--- src/rtl/butterfly_pkg.sv ---
// Shared definitions for the FFT butterfly and its frame-level sequencer.
package butterfly_pkg;

  localparam int DATA_W = 8;

  typedef enum logic [1:0] {
    IDLE  = 2'd0,
    ISSUE = 2'd1,
    WAIT  = 2'd2,
    OUT   = 2'd3
  } seq_state_t;

  // Counter or index width that stays at least one bit for degenerate sizes.
  function automatic int clog2_min1(input int value);
    return (value > 1) ? $clog2(value) : 1;
  endfunction

endpackage

--- src/rtl/operand_buffer.sv ---
// Frame operand store: one sequential write port, two combinational read
// ports returning the a/b operands of pair rd_idx.
module operand_buffer
  import butterfly_pkg::*;
#(
  parameter  int N_PAIRS = 8,
  parameter  int DATA_W  = butterfly_pkg::DATA_W,
  localparam int DEPTH   = 2 * N_PAIRS,
  localparam int AW      = clog2_min1(DEPTH),
  localparam int KW      = clog2_min1(N_PAIRS)
) (
  input  logic              clk,
  input  logic              we,
  input  logic [AW-1:0]     waddr,
  input  logic [DATA_W-1:0] wdata,
  input  logic [KW-1:0]     rd_idx,
  output logic [DATA_W-1:0] rd_a,
  output logic [DATA_W-1:0] rd_b
);

  logic [DATA_W-1:0] mem [DEPTH];
  logic [AW-1:0]     addr_a;
  logic [AW-1:0]     addr_b;

  // NOTE: storage is deliberately not reset; the write pointer alone decides
  // which entries are valid, so resetting the array would only cost flops.
  always_ff @(posedge clk) begin
    if (we) begin
      mem[waddr] <= wdata;
    end
  end

  assign addr_a = AW'({rd_idx, 1'b0});
  assign addr_b = AW'({rd_idx, 1'b1});
  assign rd_a   = mem[addr_a];
  assign rd_b   = mem[addr_b];

endmodule

--- src/rtl/butterfly_sequencer.sv ---
// Buffers a frame of operand pairs and issues them one at a time to an
// fft_butterfly over start/done, forwarding each result on a valid/ready stream.
module butterfly_sequencer #(
  parameter int N_PAIRS      = 8,
  parameter int DATA_W       = butterfly_pkg::DATA_W,
  parameter int DONE_TIMEOUT = 15
) (
  input  logic              clk,
  input  logic              rst,
  input  logic              wr_en,
  input  logic [DATA_W-1:0] wr_data,
  output logic              full,
  input  logic              frame_start,
  output logic              busy,
  output logic              frame_done,
  output logic              err,
  output logic              bf_start,
  output logic [DATA_W-1:0] bf_in_a,
  output logic [DATA_W-1:0] bf_in_b,
  input  logic [DATA_W-1:0] bf_result,
  input  logic              bf_done,
  output logic              res_valid,
  input  logic              res_ready,
  output logic [DATA_W-1:0] res_data,
  output logic              res_last
);

  import butterfly_pkg::*;

  localparam int DEPTH = 2 * N_PAIRS;
  localparam int AW    = clog2_min1(DEPTH);
  localparam int PW    = $clog2(DEPTH + 1);
  localparam int KW    = clog2_min1(N_PAIRS);
  localparam int TW    = clog2_min1(DONE_TIMEOUT);

  localparam logic [PW-1:0] PTR_FULL = PW'(DEPTH);
  localparam logic [KW-1:0] LAST_K   = KW'(N_PAIRS - 1);
  localparam logic [TW-1:0] TMO_LAST = TW'(DONE_TIMEOUT - 1);

  seq_state_t        state_q, state_d;
  logic [PW-1:0]     wr_ptr_q, wr_ptr_d;
  logic [KW-1:0]     k_q, k_d;
  logic [TW-1:0]     tmo_q, tmo_d;
  logic              full_q, full_d;
  logic              busy_q, busy_d;
  logic              frame_done_q, frame_done_d;
  logic              err_q, err_d;
  logic              bf_start_q, bf_start_d;
  logic [DATA_W-1:0] bf_in_a_q, bf_in_a_d;
  logic [DATA_W-1:0] bf_in_b_q, bf_in_b_d;
  logic              res_valid_q, res_valid_d;
  logic [DATA_W-1:0] res_data_q, res_data_d;
  logic              res_last_q, res_last_d;

  logic              buf_we;
  logic [KW-1:0]     rd_idx;
  logic [DATA_W-1:0] rd_a, rd_b;

  // Pair about to be issued: 0 when leaving IDLE, k+1 when leaving OUT.
  assign rd_idx = (state_q == OUT) ? k_q + 1'b1 : '0;

  operand_buffer #(
    .N_PAIRS (N_PAIRS),
    .DATA_W  (DATA_W)
  ) u_operand_buffer (
    .clk    (clk),
    .we     (buf_we),
    .waddr  (AW'(wr_ptr_q)),
    .wdata  (wr_data),
    .rd_idx (rd_idx),
    .rd_a   (rd_a),
    .rd_b   (rd_b)
  );

  // NOTE: every signal gets a default before the case so no path leaves one
  // unassigned, which is what would otherwise infer a latch.
  always_comb begin
    state_d      = state_q;
    wr_ptr_d     = wr_ptr_q;
    k_d          = k_q;
    tmo_d        = tmo_q;
    err_d        = err_q;
    frame_done_d = 1'b0;
    bf_start_d   = 1'b0;
    bf_in_a_d    = bf_in_a_q;
    bf_in_b_d    = bf_in_b_q;
    res_valid_d  = res_valid_q;
    res_data_d   = res_data_q;
    res_last_d   = res_last_q;
    buf_we       = 1'b0;

    unique case (state_q)
      IDLE: begin
        if (wr_en && !full_q) begin
          buf_we   = 1'b1;
          wr_ptr_d = wr_ptr_q + 1'b1;
        end
        if (frame_start && full_q) begin
          err_d      = 1'b0;
          k_d        = '0;
          state_d    = ISSUE;
          bf_start_d = 1'b1;
          bf_in_a_d  = rd_a;
          bf_in_b_d  = rd_b;
        end
      end
      ISSUE: begin
        tmo_d   = '0;
        state_d = WAIT;
      end
      WAIT: begin
        // A done on the expiring cycle still counts as success.
        if (bf_done) begin
          res_data_d  = bf_result;
          res_valid_d = 1'b1;
          res_last_d  = (k_q == LAST_K);
          state_d     = OUT;
        end else if (tmo_q == TMO_LAST) begin
          err_d        = 1'b1;
          frame_done_d = 1'b1;
          wr_ptr_d     = '0;
          state_d      = IDLE;
        end else begin
          tmo_d = tmo_q + 1'b1;
        end
      end
      OUT: begin
        if (res_ready) begin
          res_valid_d = 1'b0;
          res_last_d  = 1'b0;
          if (res_last_q) begin
            frame_done_d = 1'b1;
            wr_ptr_d     = '0;
            state_d      = IDLE;
          end else begin
            k_d        = k_q + 1'b1;
            state_d    = ISSUE;
            bf_start_d = 1'b1;
            bf_in_a_d  = rd_a;
            bf_in_b_d  = rd_b;
          end
        end
      end
      default: state_d = IDLE;
    endcase

    full_d = (wr_ptr_d == PTR_FULL);
    busy_d = (state_d != IDLE);
  end

  // NOTE: state is updated with non-blocking assignments so every flop sees
  // the pre-edge values of the others, independent of statement order.
  always_ff @(posedge clk or negedge rst) begin
    if (!rst) begin
      state_q      <= IDLE;
      wr_ptr_q     <= '0;
      k_q          <= '0;
      tmo_q        <= '0;
      full_q       <= 1'b0;
      busy_q       <= 1'b0;
      frame_done_q <= 1'b0;
      err_q        <= 1'b0;
      bf_start_q   <= 1'b0;
      bf_in_a_q    <= '0;
      bf_in_b_q    <= '0;
      res_valid_q  <= 1'b0;
      res_data_q   <= '0;
      res_last_q   <= 1'b0;
    end else begin
      state_q      <= state_d;
      wr_ptr_q     <= wr_ptr_d;
      k_q          <= k_d;
      tmo_q        <= tmo_d;
      full_q       <= full_d;
      busy_q       <= busy_d;
      frame_done_q <= frame_done_d;
      err_q        <= err_d;
      bf_start_q   <= bf_start_d;
      bf_in_a_q    <= bf_in_a_d;
      bf_in_b_q    <= bf_in_b_d;
      res_valid_q  <= res_valid_d;
      res_data_q   <= res_data_d;
      res_last_q   <= res_last_d;
    end
  end

  assign full       = full_q;
  assign busy       = busy_q;
  assign frame_done = frame_done_q;
  assign err        = err_q;
  assign bf_start   = bf_start_q;
  assign bf_in_a    = bf_in_a_q;
  assign bf_in_b    = bf_in_b_q;
  assign res_valid  = res_valid_q;
  assign res_data   = res_data_q;
  assign res_last   = res_last_q;

endmodule

--- config.mk ---
export PLATFORM = sky130hd
export DESIGN_NAME = butterfly_sequencer
export DESIGN_NICKNAME = d
export VERILOG_FILES = /design/src/rtl/butterfly_pkg.sv /design/src/rtl/operand_buffer.sv /design/src/rtl/butterfly_sequencer.sv
export SDC_FILE = /design/constraint.sdc
export NUM_CORES = 1
export LEC_CHECK = 0
export CELL_PAD_IN_SITES_DETAIL_PLACEMENT = 1
export CELL_PAD_IN_SITES_GLOBAL_PLACEMENT = 1
export CORE_MARGIN = 3
export CORE_UTILIZATION = 45
export CTS_BUF_LIST = sky130_fd_sc_hd__clkbuf_4
export CTS_CLUSTER_SIZE = 30
export DETAILED_ROUTE_END_ITERATION = 12
export HOLD_SLACK_MARGIN = 0.06
export PLACE_DENSITY_LB_ADDON = 0.1
export SLEW_MARGIN = 20
export SYNTH_ARGS = -nofsm -noshare
export SYNTH_HDL_FRONTEND = slang
export SYNTH_SLANG_ARGS = --single-unit
--- constraint.sdc ---
create_clock -name clk -period 2.2 [get_ports clk]
set_input_delay 0.44 -clock clk [delete_from_list [all_inputs] [get_ports clk]]
set_output_delay 0.44 -clock clk [all_outputs]
set_load 0.005 [all_outputs]
==> flow_summary_export.csv, run 1 <==
group,metric,value,unit
layout,multi_input_area,2140,um2
floorplan,die_area,17800,um2
clocking,clock-sinks,173,
global_route,antenna_found_initial,1,
layout,final-seq-area,4970,um2
drt,dr_total_vias,4706,
min_path,holdCritPathClass,"input pin to async pin",
yosys,yosys_warnings,0,
critical_path,reg2reg_to,"full$_DFF_PN0_",
sta,rsz0062_at_grt,"no",
clocking,cts_buffers,17,
power_and_ir_drop,power.leakage,3.09,nW
floorplan,core-area,15500,um2
layout,fillerInstances,1566,
yosys,synth_area_per_cell,13.5,um2
critical_path,reg2reg_from,"tmo_q[0]$_DFFE_PN0P_",
sta,setup_viol,0,
yosys,syn_inst,542,
global_route,grt_pass1_vias,5001,
yosys,synth.distinct_cells,50,
layout,fin_nets,649,
drt,routedWlPerCell,21.0,um
floorplan,rows,45,
sta,period_minus_slack,2.07,ns
sta,skew,0.0189,ns
layout,postLayoutCellArea,8630,um2
yosys,synthFlopType,"edfxtp_1",
global_route,grt_pass1_wl,28100,um
layout,drive_gt1_share,14.6,%
layout,finalNonFillerCells,840,
floorplan,ios,53,
clocking,root_buffer,"clkbuf_4",
placement,numPortBuffers,52,
floorplan,die_y,133,um
drt,wl_met1,7980,um
critical_path,worstPathArrival,2.55,ns
yosys,synth-edff-count,128,
flow_run,max_cap_violations,0,
yosys,synth-seq-area-share,68.0,%
outcome,status,"complete, no violations",
drt,detail-route-antenna-nets,0,
drt,wl_met3,552,um
sta,finalCritPeriodShare,94.2,%
sta,slew_headroom,47.5,%
drt,drc_errors,0,
drt,drtIter0Drc,369,
critical_path,r2r_slack,0.13,ns
drt,first_pass_iters,4,
layout,final_core_util,55.6,%
placement,place_area,8320,um2
placement,placedCellCount,806,
power_and_ir_drop,max-vdd-ir-drop,0.000411,V
clocking,h-tree-depth,4,
yosys,syn_nets,576,
critical_path,crit_fanout,6,
global_route,grtUsageTotal,20.6,%
drt,met2WireLength,8840,um
sta,setup_ws,0.128,ns
placement,gp_congestion,0.802,
drt,via_per_inst,5.60,
global_route,grt_max_degree,52,
critical_path,end_kind,"flip-flop",
power_and_ir_drop,p_per_area,1020,nW/um2
sta,worst_pin_slew,0.785,ns
floorplan,die_w,133,um
sta,slew_violations,0,
drt,wirelength,17600,um
clocking,clkTransAtPathRegs,0.14,ns
critical_path,crit_required,2.68,ns
clocking,post_cts_buffers,0,
yosys,async_flop_share,26.0,%
critical_path,reg2reg_depth,6,
clocking,cts_max_path_buffers,2,
sta,fmax,0.483,GHz
yosys,synth_area,7310,um2
drt,top_layer,"met4",
clocking,clock_latency,0.57,ns
yosys,ys_ff_latch,173,
critical_path,cp-start-kind,"flip-flop",
placement,hpwl,11300,um
clocking,cts_tree,"done",
sta,finalHoldViolCount,0,
critical_path,crit_type,"flip-flop to flip-flop",
layout,syn2layout_area_growth,18.1,%
placement,place_ws,-0.0668,ns
floorplan,floorplan.initialDensity,47.0,%
global_route,overflow,0,
-- what timing repair did --
item | CTS | global route
resized for setup | 0 | 2
endpoints found under the setup margin | 0 | 2
endpoints found under the hold margin | 15 | 0
hold buffers | 1 | 0
-- critical path, cell delays in order (launching register included) --
cell,delay [ns]
dfrtp_1,0.42
inv_1,0.10
ha_2,0.24
nand4b_4,0.13
a211o_1,0.41
a221o_1,0.41
nor4b_2,0.26
-- state kept, by name, indices dropped and copies added (netlist names), 2 cells and up --
signal	count
bf_in_a	8
bf_in_b	8
k_q	3
res_data	8
state_q	2
tmo_q	4
u_operand_buffer.mem	128
wr_ptr_q	5
-- through the flow --
step	total power [mW]	TNS [ns]	hold WS, ns
3_3_place_gp	6.83	-0.00418	0.390
6_report	8.77	0	0.343
5_1_grt	9.28	0	0.330
4_1_cts	8.84	0	0.288
3_5_place_dp	6.93	-0.0668	0.391
2_1_floorplan	5.72	0	0.144
-- logic make-up (layout without fill, tap and decap cells) --
group | count (synthesis) | count (layout) | share of synthesized area (%)
flops | 173 | 173 | 68.0
compound gates | 121 | 121 | 12.0
other cells | 0 | 1 | 0
mux | 27 | 27 | 4.16
buf+inv | 42 | 128 | 2.88
simple gates | 167 | 167 | 10.9
fa+ha+maj | 12 | 12 | 2.05
-- cells in the mapped netlist, drive strengths merged (2+ instances only) --
cell	number	share of area, %
and2	5	0.43
nor2	34	1.7
dfrtp	45	15
a311o	16	2.2
ha	12	2.1
a21boi	2	0.21
or2b	2	0.22
a221o	2	0.27
nand3	7	0.48
a31o	17	2.0
and4	2	0.24
clkbuf	22	1.4
a21oi	9	0.62
nor2b	22	1.9
mux2	27	4.2
o21ai	27	1.8
edfxtp	128	53
nand3b	5	0.51
o22ai	2	0.17
a211oi	17	1.7
nor3	2	0.14
a31oi	18	1.5
nand2	79	4.1
buf	13	1.1
a41oi	2	0.24
a22o	3	0.38
inv	7	0.36
nand2b	3	0.26
-- routing by layer --
| layer | up-vias | GRT usage (%) |
|---|---|---|
| li1 | 2167 | - |
| met1 | 2420 | 27.7 |
| met2 | 98 | 34.1 |
| met3 | 21 | 3.97 |
| met4 | 0 | 6.74 |
| met5 | - | 0 |
-- how the worst max path moves through the flow --
stage | start | end | slack, ns
2_1_floorplan | state_q[0]$_DFF_PN0_ | u_operand_buffer.mem[1][0]$_DFFE_PP_ | 0.05
3_3_place_gp | bf_done | full$_DFF_PN0_ | -0.004
3_5_place_dp | bf_done | full$_DFF_PN0_ | -0.07
4_1_cts | state_q[0]$_DFF_PN0_ | full$_DFF_PN0_ | 0.08
5_1_grt | tmo_q[0]$_DFFE_PN0P_ | full$_DFF_PN0_ | 0.04
6_report | tmo_q[0]$_DFFE_PN0P_ | full$_DFF_PN0_ | 0.13
-- where the power goes --
group / switching, mW / internal, mW / leakage, nW / total, mW
Combinational: 1.31 / 1.23 / 1.22 / 2.54
Sequential: 0.292 / 4.02 / 1.70 / 4.31
Clock: 1.10 / 0.823 / 0.163 / 1.92
-- final cells by class --
type,instances,share of cell area [%]
Sequential cell,173,57.6
Inverter,7,0.304
Multi-Input combinational cell,327,24.8
Clock buffer,20,1.74
Tap cell,211,3.06
Timing Repair Buffer,89,10.8
Clock inverter,12,1.71
Antenna cell,1,0.0290
-- layout by cell type, fill, tap and decap left out, drive strengths merged, types with 3 or more instances in the layout --
cell,Yosys,final
nand3,7,7
nand3b,5,5
a31o,17,17
bufinv,0,3
a311o,16,16
mux2,27,27
a21oi,9,9
clkdlybuf4s50,0,51
nor2,34,34
inv,7,9
nand2,79,79
a22o,3,3
dfrtp,45,45
clkbuf,22,20
nand2b,3,3
a211oi,17,17
edfxtp,128,128
clkinv,0,6
buf,13,37
nor2b,22,22
ha,12,12
a31oi,18,18
o21ai,27,27
and2,5,5
No activity file was read; power rests on OpenSTA's default activity.
==> run 2: changes to the inputs <==
--- a/config.mk
+++ b/config.mk
@@ -18,3 +18,4 @@
 export SYNTH_ARGS = -nofsm -noshare
 export SYNTH_HDL_FRONTEND = slang
 export SYNTH_SLANG_ARGS = --single-unit
+export TNS_END_PERCENT = 10
==> results of run 2 <==
No change in the layout: final DEF, timing and power equal those of run 1.
==> run 3: changes to the inputs <==
--- a/config.mk
+++ b/config.mk
@@ -5,10 +5,11 @@
 export SDC_FILE = /design/constraint.sdc
 export NUM_CORES = 1
 export LEC_CHECK = 0
+export ABC_CLOCK_PERIOD_IN_PS = 2200
 export CELL_PAD_IN_SITES_DETAIL_PLACEMENT = 1
 export CELL_PAD_IN_SITES_GLOBAL_PLACEMENT = 1
 export CORE_MARGIN = 3
-export CORE_UTILIZATION = 45
+export CORE_UTILIZATION = 47
 export CTS_BUF_LIST = sky130_fd_sc_hd__clkbuf_4
 export CTS_CLUSTER_SIZE = 30
 export DETAILED_ROUTE_END_ITERATION = 12
@@ -17,5 +18,6 @@
 export SLEW_MARGIN = 20
 export SYNTH_ARGS = -nofsm -noshare
 export SYNTH_HDL_FRONTEND = slang
+export SYNTH_HIERARCHICAL = 1
 export SYNTH_SLANG_ARGS = --single-unit
 export TNS_END_PERCENT = 10
==> flow_summary_export.csv, run 3 <==
group,metric,value,unit
placement,numPortBuffers,52,
sta,period_minus_slack,2.27,ns
yosys,synth.distinct_cells,49,
sta,finalCritPeriodShare,103,%
floorplan,rows,44,
yosys,syn_nets,422,
power_and_ir_drop,combinationalPowerShare,34.1,%
yosys,yosys.area.top_type,"edfxtp_1",
yosys,synth-seq-area-share,69.1,%
min_path,holdCritPathClass,"input pin to async pin",
critical_path,crit_required,2.65,ns
drt,drc_errors,0,
layout,drive_gt1_share,31.0,%
clocking,h-tree-depth,4,
power_and_ir_drop,max-vdd-ir-drop,0.000548,V
sta,setup_viol,16,
drt,via_per_inst,5.65,
sta,rsz0062_at_grt,"yes",
floorplan,die_w,130,um
floorplan,die_y,130,um
yosys,synthTopCellsByArea,"edfxtp_1 (53%), dfrtp_1 (16%), mux4_1 (10%)",
layout,largest_reg_flops,128,
sta,slew_headroom,54.7,%
yosys,synth_top_area_share,53.5,%
sta,skew,0.0271,ns
power_and_ir_drop,power.total,9.83,mW
global_route,overflow,0,
outcome,status,"complete, but fails checks",
sta,fmax,0.441,GHz
clocking,clkTransAtPathRegs,0.15,ns
clocking,clock_latency,0.58,ns
clocking,cts_buffers,17,
yosys,synth_area,7190,um2
yosys,syn_inst,391,
clocking,root_buffer,"clkbuf_4",
layout,fillerInstances,1349,
layout,regMostFlops,"u_operand_buffer/mem",
sta,finalHoldViolCount,0,
yosys,async_flop_share,26.0,%
floorplan,die_area,16800,um2
global_route,grt_max_degree,25,
drt,drtIter0Drc,245,
layout,layout.cells.most_common_list,"edfxtp_1 (128), clkdlybuf4s50_1 (51), dfrtp_1 (45), buf_4 (38), mux4_2 (32)",
drt,detail-route-antenna-nets,0,
yosys,synthFlopType,"edfxtp_1",
clocking,cts_tree,"done",
yosys,netlist_top_cells_count,"edfxtp_1 (128), dfrtp_1 (45), mux4_1 (28), mux2_2 (24), nor2_1 (20)",
critical_path,crit_type,"flip-flop to flip-flop",
layout,finalNonFillerCells,691,
critical_path,r2r_slack,-0.07,ns
placement,place_area,8110,um2
sta,slew_violations,0,
power_and_ir_drop,power.leakage,3.11,nW
power_and_ir_drop,seqPwrFrac,43.1,%
floorplan,floorplan.initialDensity,48.7,%
outcome,violations,"setup timing",
floorplan,ios,53,
critical_path,end_kind,"flip-flop",
drt,routedWlPerCell,23.1,um
sta,setup_ws,-0.0690,ns
critical_path,worstPathArrival,2.72,ns
yosys,synth_most_common_cell,"edfxtp_1",
global_route,grt_pass1_vias,4254,
yosys,synth_area_per_cell,18.4,um2
layout,fin_nets,524,
layout,multi_input_area,2070,um2
power_and_ir_drop,p_sw,2.84,mW
critical_path,crit_fanout,8,
placement,gp_congestion,0.753,
yosys,yosys_warnings,6,
power_and_ir_drop,swShare,28.9,%
drt,wirelength,16000,um
placement,place_ws,-0.277,ns
layout,syn2layout_area_growth,20.7,%
yosys,synth-edff-count,128,
drt,first_pass_iters,4,
power_and_ir_drop,p_per_area,1130,nW/um2
global_route,grtUsageTotal,20.7,%
placement,placedCellCount,651,
flow_run,max_cap_violations,0,
power_and_ir_drop,clkPwrFrac,22.8,%
sta,worst_pin_slew,0.678,ns
layout,final_common_cell,"edfxtp_1",
power_and_ir_drop,p_int,6.98,mW
layout,postLayoutCellArea,8680,um2
global_route,antenna_found_initial,1,
clocking,cts_max_path_buffers,2,
placement,hpwl,10100,um
critical_path,cp-start-kind,"flip-flop",
floorplan,core-area,14800,um2
layout,final-seq-area,4970,um2
drt,dr_total_vias,3907,
clocking,clock-sinks,173,
global_route,grt_pass1_wl,25000,um
yosys,ys_ff_latch,173,
run 3: changes by cell type in the layout (fill, tap and decap cells not counted), sizes merged, moves of 16 or more:
cell	change
a311o	-16
a211oi	-17
o21ai	-22
nor2b	-16
nand2	-62
a31o	-17
mux4	+32
mux2	+16
run 3: final timing paths:
check / start / endpoint / cells after the start
min reg2reg: bf_in_a[5]$_DFFE_PN0P_ / bf_in_a[5]$_DFFE_PN0P_ / 1
max in group asynchronous: rst / res_data[0]$_DFFE_PN0P_ / 3
max: k_q[0]$_DFFE_PN0P_ / bf_in_b[4]$_DFFE_PN0P_ / 7
min in group clk: bf_result[1] / res_data[1]$_DFFE_PN0P_ / 2
max reg2reg: k_q[0]$_DFFE_PN0P_ / bf_in_b[4]$_DFFE_PN0P_ / 7
min: rst / bf_in_a[1]$_DFFE_PN0P_ / 2
run 3: cells by family (layout without fill, tap and decap cells):
logic type,count (synthesis),count (layout),share of synthesized area (%)
compound gates,33,33,3.36
xor+xnor,1,1,0.122
fa+ha+maj,9,9,1.57
buf+inv,25,140,1.91
flops,173,173,69.1
mux,79,79,18.8
other cells,0,1,0
simple gates,71,71,5.12
run 3: metrics by stage:
step	hold slack [ns]	TNS (ns)	utilization [%]
2_1_floorplan	0.144	-4.23	-
3_3_place_gp	0.466	-8.42	55.0
3_5_place_dp	0.475	-12.80	55.0
6_report	0.401	-0.612	58.8
5_1_grt	0.399	-1.84	58.8
4_1_cts	0.363	-0.609	58.4
run 3: what timing repair did:
item,4_1_cts,5_1_grt
endpoints found under the setup margin,17,49
hold endpoints to repair,22,0
pin swaps,3,2
gates resized for setup,10,13
hold buffers,1,0
cloned,1,1
setup buffers,4,0
run 3: per-layer routing:
layer / global-route usage (%) / routed length [um] / up-vias
met1: 27.4 / 6860 / 2052
met4: 7.03 / 226 / 0
li1: - / - / 1741
met5: 0 / 0 / -
met3: 4.00 / 753 / 19
met2: 34.6 / 8120 / 95
run 3: power by group through the flow:
stage | Clock (mW) | Sequential (mW) | Combinational, mW
global placement | 0 | 4.27 | 3.01
global route | 2.43 | 4.30 | 3.66
CTS | 2.29 | 4.24 | 3.26
finish | 2.24 | 4.23 | 3.35
detailed placement | 0 | 4.31 | 3.08
floorplan | 0 | 4.27 | 1.79
run 3: worst max-delay path, stage by stage, from the launching register on:
cell	delay [ns]
dfrtp_1	0.42
ha_2	0.19
ha_4	0.26
and2_4	0.23
clkbuf_16	0.19
mux4_2	0.30
mux2_2	0.28
mux2_1	0.29
run 3: cell type report:
type,instances,share of cell area (%)
antenna,1,0.0288
clock buffer,19,1.64
clock inverter,13,2.67
inverter,8,0.346
multi-input combinational,193,23.8
sequential,173,57.3
tap,184,2.65
timing repair buffer,100,11.6
==> edit 1 (config.mk and constraints of run 3) <==
The 4 states of `seq_state_t` get a one-hot encoding in 4 bits.
--- a/src/rtl/butterfly_pkg.sv
+++ b/src/rtl/butterfly_pkg.sv
@@ -4,9 +4,9 @@
   localparam int DATA_W = 8;
 
-  typedef enum logic [1:0] {
-    IDLE  = 2'd0,
-    ISSUE = 2'd1,
-    WAIT  = 2'd2,
-    OUT   = 2'd3
+  typedef enum logic [3:0] {
+    IDLE  = 4'b0001,
+    ISSUE = 4'b0010,
+    WAIT  = 4'b0100,
+    OUT   = 4'b1000
   } seq_state_t;
 
Behaviour: same outputs for any inputs over 10 cycles, from zero or initial values and one cycle with rst low; not proved beyond that.
==> edit 1 against run 3 <==
The run still ends with negative setup slack left. Wire length fell by 2.5%. Core utilization rose by 1.5 points. Maximum frequency fell by 4.2%. Cell area rose by 1.4%. Non-clock buffer count rose by 9. Area after synthesis fell by 1.8%. Critical path depth rose by 1. Worst setup slack got worse by 99 ps. Sequential cell count rose by 2. Clock skew fell by 6.7 ps.
Power is not compared: it rests on default switching activity, and its combinational part moved more than twofold at a synthesized area within 25%.
==> edit 1: results (changes against run 3) <==
| Metric | Value |
|---|---|
| Hold Path Class | `primary input to asynchronous set/reset pin (unchanged)` |
| Largest net degree at the start of global routing | `48 (was 25)` |
| EDFF count, synth | `128 (unchanged)` |
| Sequential fraction of the synthesis area | `71.1% (was 69.1%)` |
| Wire length on met2 | `7800 um (was 8120 um)` |
| Final setup fails | `72 (was 16)` |
| Reg clk slew, reported paths | `150 ps (about the same)` |
| Setup ws final | `-168 ps (was -69.0 ps)` |
| Met3 WL post-DR | `717 um (was 753 um)` |
| First-pass iteration count of the detailed router | `4 (unchanged)` |
| Failing checks | `negative setup slack (unchanged)` |
| Routed WL | `15,600 um (was 16,000 um)` |
| Worst skew pair latency | `580 ps (about the same)` |
| Max layer used | `met4 (unchanged)` |
| Final Max Slew Viols | `0 (unchanged)` |
| Port bufs | `52 (unchanged)` |
| Most frequent cells after synthesis | `edfxtp_1 (128), dfrtp_1 (46), mux2_2 (44) (was edfxtp_1 (128), dfrtp_1 (45), mux4_1 (28))` |
| Total CTS buffers | `17 (unchanged)` |
| Inst Count DP | `636 (was 651)` |
| Slew margin rel. | `59.4% (was 54.7%)` |
| Final nets | `506 (was 524)` |
| Number of fillers in the final layout | `1,297 (was 1,349)` |
| Non-Filler Instances | `677 (was 691)` |
| Root Driver | `clkbuf_4 (unchanged)` |
| Met1 Wirelength | `6820 um (was 6860 um)` |
| GRT Overall Usage | `19.2% (was 20.7%)` |
| WP data arrival | `2840 ps (was 2720 ps)` |
| CP max FO | `8 (unchanged)` |
| Via-to-Cell Ratio | `5.59 (was 5.65)` |
| Largest reg by FF count | `u_operand_buffer/mem (unchanged)` |
| Drt first-iter violations | `328 (was 245)` |
| H-tree Lvls | `4 (unchanged)` |
| Outcome | `finished, violations left (unchanged)` |
| Flop pwr share | `54.3%` |
| Leakage | `0.00319 uW` |
| Count of unique library cells instantiated by Yosys | `49 (unchanged)` |
| Clock buffer depth | `2 (unchanged)` |
| Fraction of layout cells with a size suffix above 1 | `38.6% (was 31.0%)` |
| Post-synthesis async set-or-reset flop share | `26.9% (was 26.0%)` |
| Largest cells by area after synthesis | `edfxtp_1 (54%), dfrtp_1 (16%), mux4_1 (10%) (was edfxtp_1 (53%), dfrtp_1 (16%), mux4_1 (10%))` |
| GPL Wtd Cong | `0.734 (was 0.753)` |
| Total internal power | `5700 uW` |
| Number of global-route vias before repair | `3,956 (was 4,254)` |
| DP HPWL | `9590 um (was 10,100 um)` |
| Ys flop type | `edfxtp_1 (unchanged)` |
| Synth Area per Inst | `19.3 um^2 (was 18.4 um^2)` |
| Synth warnings | `6 (unchanged)` |
| Peak VDD IR | `513 uV` |
| Clock skew | `20.3 ps (was 27.1 ps)` |
| First-pass GRT wire length | `23,000 um (was 25,000 um)` |
| Clock power share | `25.3%` |
| Max reg flops | `128 (unchanged)` |
| Post-Syn Nets | `392 (was 422)` |
==> edit 1: changes by cell type in the layout (fill, tap and decap cells not counted), sizes merged, moves of 4 or more <==
| cell | run 3 | this run |
|---|---|---|
| buf | 47 | 54 |
| nand2 | 17 | 10 |
| ha | 9 | 5 |
| inv | 12 | 8 |
| nor2b | 6 | 2 |
==> edit 1: worst paths after layout <==
kind | startpoint | to | slack [ps] | depth (start not counted)
setup / recovery | state_q[2]$_DFF_PN0_ | bf_in_a[7]$_DFFE_PN0P_ | -170 | 8
setup reg to reg | state_q[2]$_DFF_PN0_ | bf_in_a[7]$_DFFE_PN0P_ | -170 | 8
hold / removal | rst | bf_in_b[5]$_DFFE_PN0P_ | 360 | 3
max in group asynchronous | rst | state_q[0]$_DFF_PN1_ | 1510 | 3
min in group clk | bf_result[6] | res_data[6]$_DFFE_PN0P_ | 470 | 2
hold reg to reg | res_valid$_DFFE_PN0P_ | res_valid$_DFFE_PN0P_ | 520 | 2
==> edit 1: per-stage QoR <==
stage          total power (uW)  setup slack [ps]  setup TNS [ps]  instance area [um^2]
2_1_floorplan              4890              -197           -6920                  7060
3_3_place_gp               5680              -164          -12590                  8180
3_5_place_dp               5740              -231          -15030                  8180
4_1_cts                    7750              -201           -5390                  8580
5_1_grt                    8140              -254          -15970                  8800
6_report                   7780              -168           -4850                  8800
==> edit 1: critical path: stages (launching register included) <==
cell	delay [ps]
dfrtp_2	440
nor4b_4	290
inv_2	80
nor2_4	110
buf_12	150
clkbuf_16	170
mux4_2	500
mux2_4	280
mux2_4	260
==> edit 1: cell type report <==
| cell class | instances | share of cell area (%) |
|---|---|---|
| Sequential cell | 175 | 57.1 |
| Multi-Input combinational cell | 172 | 23.2 |
| Timing Repair Buffer | 109 | 13.4 |
| Tap cell | 184 | 2.62 |
| Clock inverter | 14 | 2.06 |
| Clock buffer | 18 | 1.54 |
| Inverter | 4 | 0.171 |
| Antenna cell | 1 | 0.0284 |
==> edit 1: timing repair <==
item	CTS	global route
pin swaps	2	5
buffers inserted	2	2
setup endpoints to repair	146	152
cloned	0	3
gates resized for setup	19	32
endpoints found under the hold margin	46	0
hold buffers	1	0
==> edit 1: routing by layer <==
layer  global-route usage [%]  up-vias
li1                         -     1667
met1                     25.7     2012
met2                     31.8       91
met3                     3.78       17
met4                     6.49        0
met5                        0        -
==> edit 1: cells by family after synthesis <==
kind of cell / count (synthesis) / share of synthesized area [%]
AND/OR/NAND/NOR: 64 / 5.03
AO/OA/AOI/OAI: 22 / 2.04
adder cells (fa/ha/maj): 5 / 0.886
flip-flops: 175 / 71.1
multiplexers: 77 / 18.9
buffers and inverters: 18 / 1.54
XOR/XNOR: 4 / 0.496
==> edit 2 (flow settings as in run 3) <==
Without the edit above. `N_PAIRS` is set to 8 in 2 places; all go to 16.
--- a/src/rtl/operand_buffer.sv
+++ b/src/rtl/operand_buffer.sv
@@ -4,5 +4,5 @@
   import butterfly_pkg::*;
 #(
-  parameter  int N_PAIRS = 8,
+  parameter  int N_PAIRS = 16,
   parameter  int DATA_W  = butterfly_pkg::DATA_W,
   localparam int DEPTH   = 2 * N_PAIRS,
--- a/src/rtl/butterfly_sequencer.sv
+++ b/src/rtl/butterfly_sequencer.sv
@@ -2,5 +2,5 @@
 // fft_butterfly over start/done, forwarding each result on a valid/ready stream.
 module butterfly_sequencer #(
-  parameter int N_PAIRS      = 8,
+  parameter int N_PAIRS      = 16,
   parameter int DATA_W       = butterfly_pkg::DATA_W,
   parameter int DONE_TIMEOUT = 15
Check against the original RTL: no difference found for any inputs over 10 cycles, from zero or initial values and one cycle with rst low; that may be too few to reach the edited logic, so the function may still have changed.
==> edit 2 against run 3 <==
The flow still finishes with violations (negative setup slack). Area after synthesis rose by 68%. Maximum frequency is 5.3% lower. Total power up 65%. Worst setup slack worse by 130 ps. Hold slack got worse by 130 ps. Wire length is 93% higher. Sequential cell count increased by 130. Die area increased by 65%. Global-route usage increased by 1.4 points. Critical path depth increased by 3. Cell area grew 75%. Critical endpoint is now bf_in_a[7]$_DFFE_PN0P_. Largest power group unchanged. Highest routed layer unchanged.
==> edit 2: results (changes against run 3) <==
| Metric | Value |
|---|---|
| Critical-path top delay cell | `mux4_2 (was dfrtp_1)` |
| Number of global-route vias before repair | `7,527 (was 4,254)` |
| H-tree Lvls | `3 (was 4)` |
| Final setup fails | `49 (was 16)` |
| First-pass GRT wire length | `46,300 um (was 25,000 um)` |
| Total CTS buffers | `79 (was 17)` |
| Slew margin rel. | `65.2% (was 54.7%)` |
| Sequential fraction of the synthesis area | `73.3% (was 69.1%)` |
| Number of fillers in the final layout | `2,270 (was 1,349)` |
| Worst reg2reg endpoint | `bf_in_a[7]$_DFFE_PN0P_ (was bf_in_b[4]$_DFFE_PN0P_)` |
| Inst Count DP | `1,072 (was 651)` |
| Outcome | `finished, violations left (unchanged)` |
| Reg clk slew, reported paths | `60 ps (was 150 ps)` |
| Most frequent cells after synthesis | `edfxtp_1 (256), mux4_2 (54), dfrtp_1 (47) (was edfxtp_1 (128), dfrtp_1 (45), mux4_1 (28))` |
| Fraction of layout cells with a size suffix above 1 | `41.7% (was 31.0%)` |
| Count of unique library cells instantiated by Yosys | `50 (was 49)` |
| Drt first-iter violations | `595 (was 245)` |
| Clock buffer depth | `3 (was 2)` |
| Worst skew pair latency | `680 ps (was 580 ps)` |
| GRT Overall Usage | `22.1% (was 20.7%)` |
| Failing checks | `negative setup slack (unchanged)` |
| Port bufs | `52 (unchanged)` |
| Setup ws final | `-196 ps (was -69.0 ps)` |
| Cells after Synth | `635 (was 391)` |
| Largest cells by area after synthesis | `edfxtp_1 (64%), mux4_2 (10%), dfrtp_1 (9.7%) (was edfxtp_1 (53%), dfrtp_1 (16%), mux4_1 (10%))` |
| Peak VDD IR | `557 uV (was 548 uV)` |
| Leakage | `0.00524 uW (was 0.00311 uW)` |
| WP data arrival | `2920 ps (was 2720 ps)` |
| Synth warnings | `6 (unchanged)` |
| First-pass iteration count of the detailed router | `5 (was 4)` |
| Post-synthesis async set-or-reset flop share | `15.5% (was 26.0%)` |
| DP HPWL | `18,500 um (was 10,100 um)` |
| EDFF count, synth | `256 (was 128)` |
| Final nets | `873 (was 524)` |
| Largest net degree at the start of global routing | `33 (was 25)` |
| Post-Syn Nets | `665 (was 422)` |
| CP max FO | `6 (was 8)` |
| CP startpoint | `state_q[1]$_DFF_PN0_ (was k_q[0]$_DFFE_PN0P_)` |
| GPL Wtd Cong | `0.816 (was 0.753)` |
| Root Driver | `clkbuf_4 (unchanged)` |
| Clock skew | `31.6 ps (was 27.1 ps)` |
| Depth of the most critical reg-to-reg path | `10 (was 7)` |
| WL per Instance | `25.1 um (was 23.1 um)` |
| Worst hold slack | `269 ps (was 401 ps)` |
| Max reg flops | `256 (was 128)` |
| Via count | `6,936 (was 3,907)` |
| Via-to-Cell Ratio | `5.63 (was 5.65)` |
| CP peak stage delay | `530 ps (was 420 ps)` |
edit 2: changes by cell type in the layout (fill, tap and decap cells not counted), moves of 11 or more:
cell,change
buf_6,+15
clkinv_1,+12
mux2_4,-13
edfxtp_1,+128
mux2_1,-11
a22oi_2,+26
clkbuf_4,+102
buf_4,+27
nand2_1,+16
mux4_2,+31
edit 2: metrics by stage:
stage | setup TNS [ps] | setup WS [ps] | utilization, % | area, um^2
final | -2710 | -196 | 60.2 | 15200
after floorplan | -817 | -52.2 | - | 12200
after global placement | -20980 | -214 | 54.2 | 13700
after global routing | -11830 | -312 | 60.2 | 15200
after detailed placement | -26430 | -255 | 54.2 | 13700
after CTS | -2750 | -205 | 59.4 | 15000
edit 2: final cells by class:
| class | instances | share of cell area [%] |
|---|---|---|
| clock buffers | 121 | 5.97 |
| well taps | 330 | 2.72 |
| repair buffers | 155 | 10.8 |
| clock inverters | 18 | 0.527 |
| multi-input cells | 298 | 21.5 |
| inverters | 6 | 0.148 |
| flip-flops and latches | 303 | 58.3 |
| diodes | 1 | 0.0165 |
edit 2: worst min path at each step:
stage          startpoint                      end  depth (start not counted)
2_1_floorplan         rst   bf_in_a[0]$_DFFE_PN0P_                          0
3_3_place_gp          rst  res_data[7]$_DFFE_PN0P_                          1
3_5_place_dp          rst  res_data[4]$_DFFE_PN0P_                          1
4_1_cts               rst  res_data[0]$_DFFE_PN0P_                          2
5_1_grt               rst  res_data[7]$_DFFE_PN0P_                          2
6_report              rst  res_data[7]$_DFFE_PN0P_                          2
edit 2: logic make-up after synthesis:
group	after synthesis	share of synthesized area [%]
multiplexers	93	14.9
adder cells (fa/ha/maj)	8	0.828
AND/OR/NAND/NOR	124	5.29
XOR/XNOR	2	0.145
buffers and inverters	34	1.52
AO/OA/AOI/OAI	71	4.01
flip-flops	303	73.3
edit 2: routing by layer:
layer | up-vias | global-route usage, % | routed length [um]
met5 | - | 0 | 0
li1 | 3019 | - | -
met4 | 0 | 6.17 | 534
met3 | 49 | 3.99 | 1580
met2 | 185 | 35.8 | 15600
met1 | 3683 | 31.3 | 13100
edit 2: where the power goes:
group	leakage, uW	switching [uW]	internal [uW]
clock network	0.000588	2290	2500
logic	0.00176	1930	2410
registers	0.00289	369	6680
edit 2: timing repair:
action	4_1_cts	5_1_grt
setup endpoints to repair	81	58
setup buffers	9	5
hold endpoints to repair	27	0
pin swaps	6	9
gates cloned	3	3
gates resized for setup	32	33
hold buffers	1	0
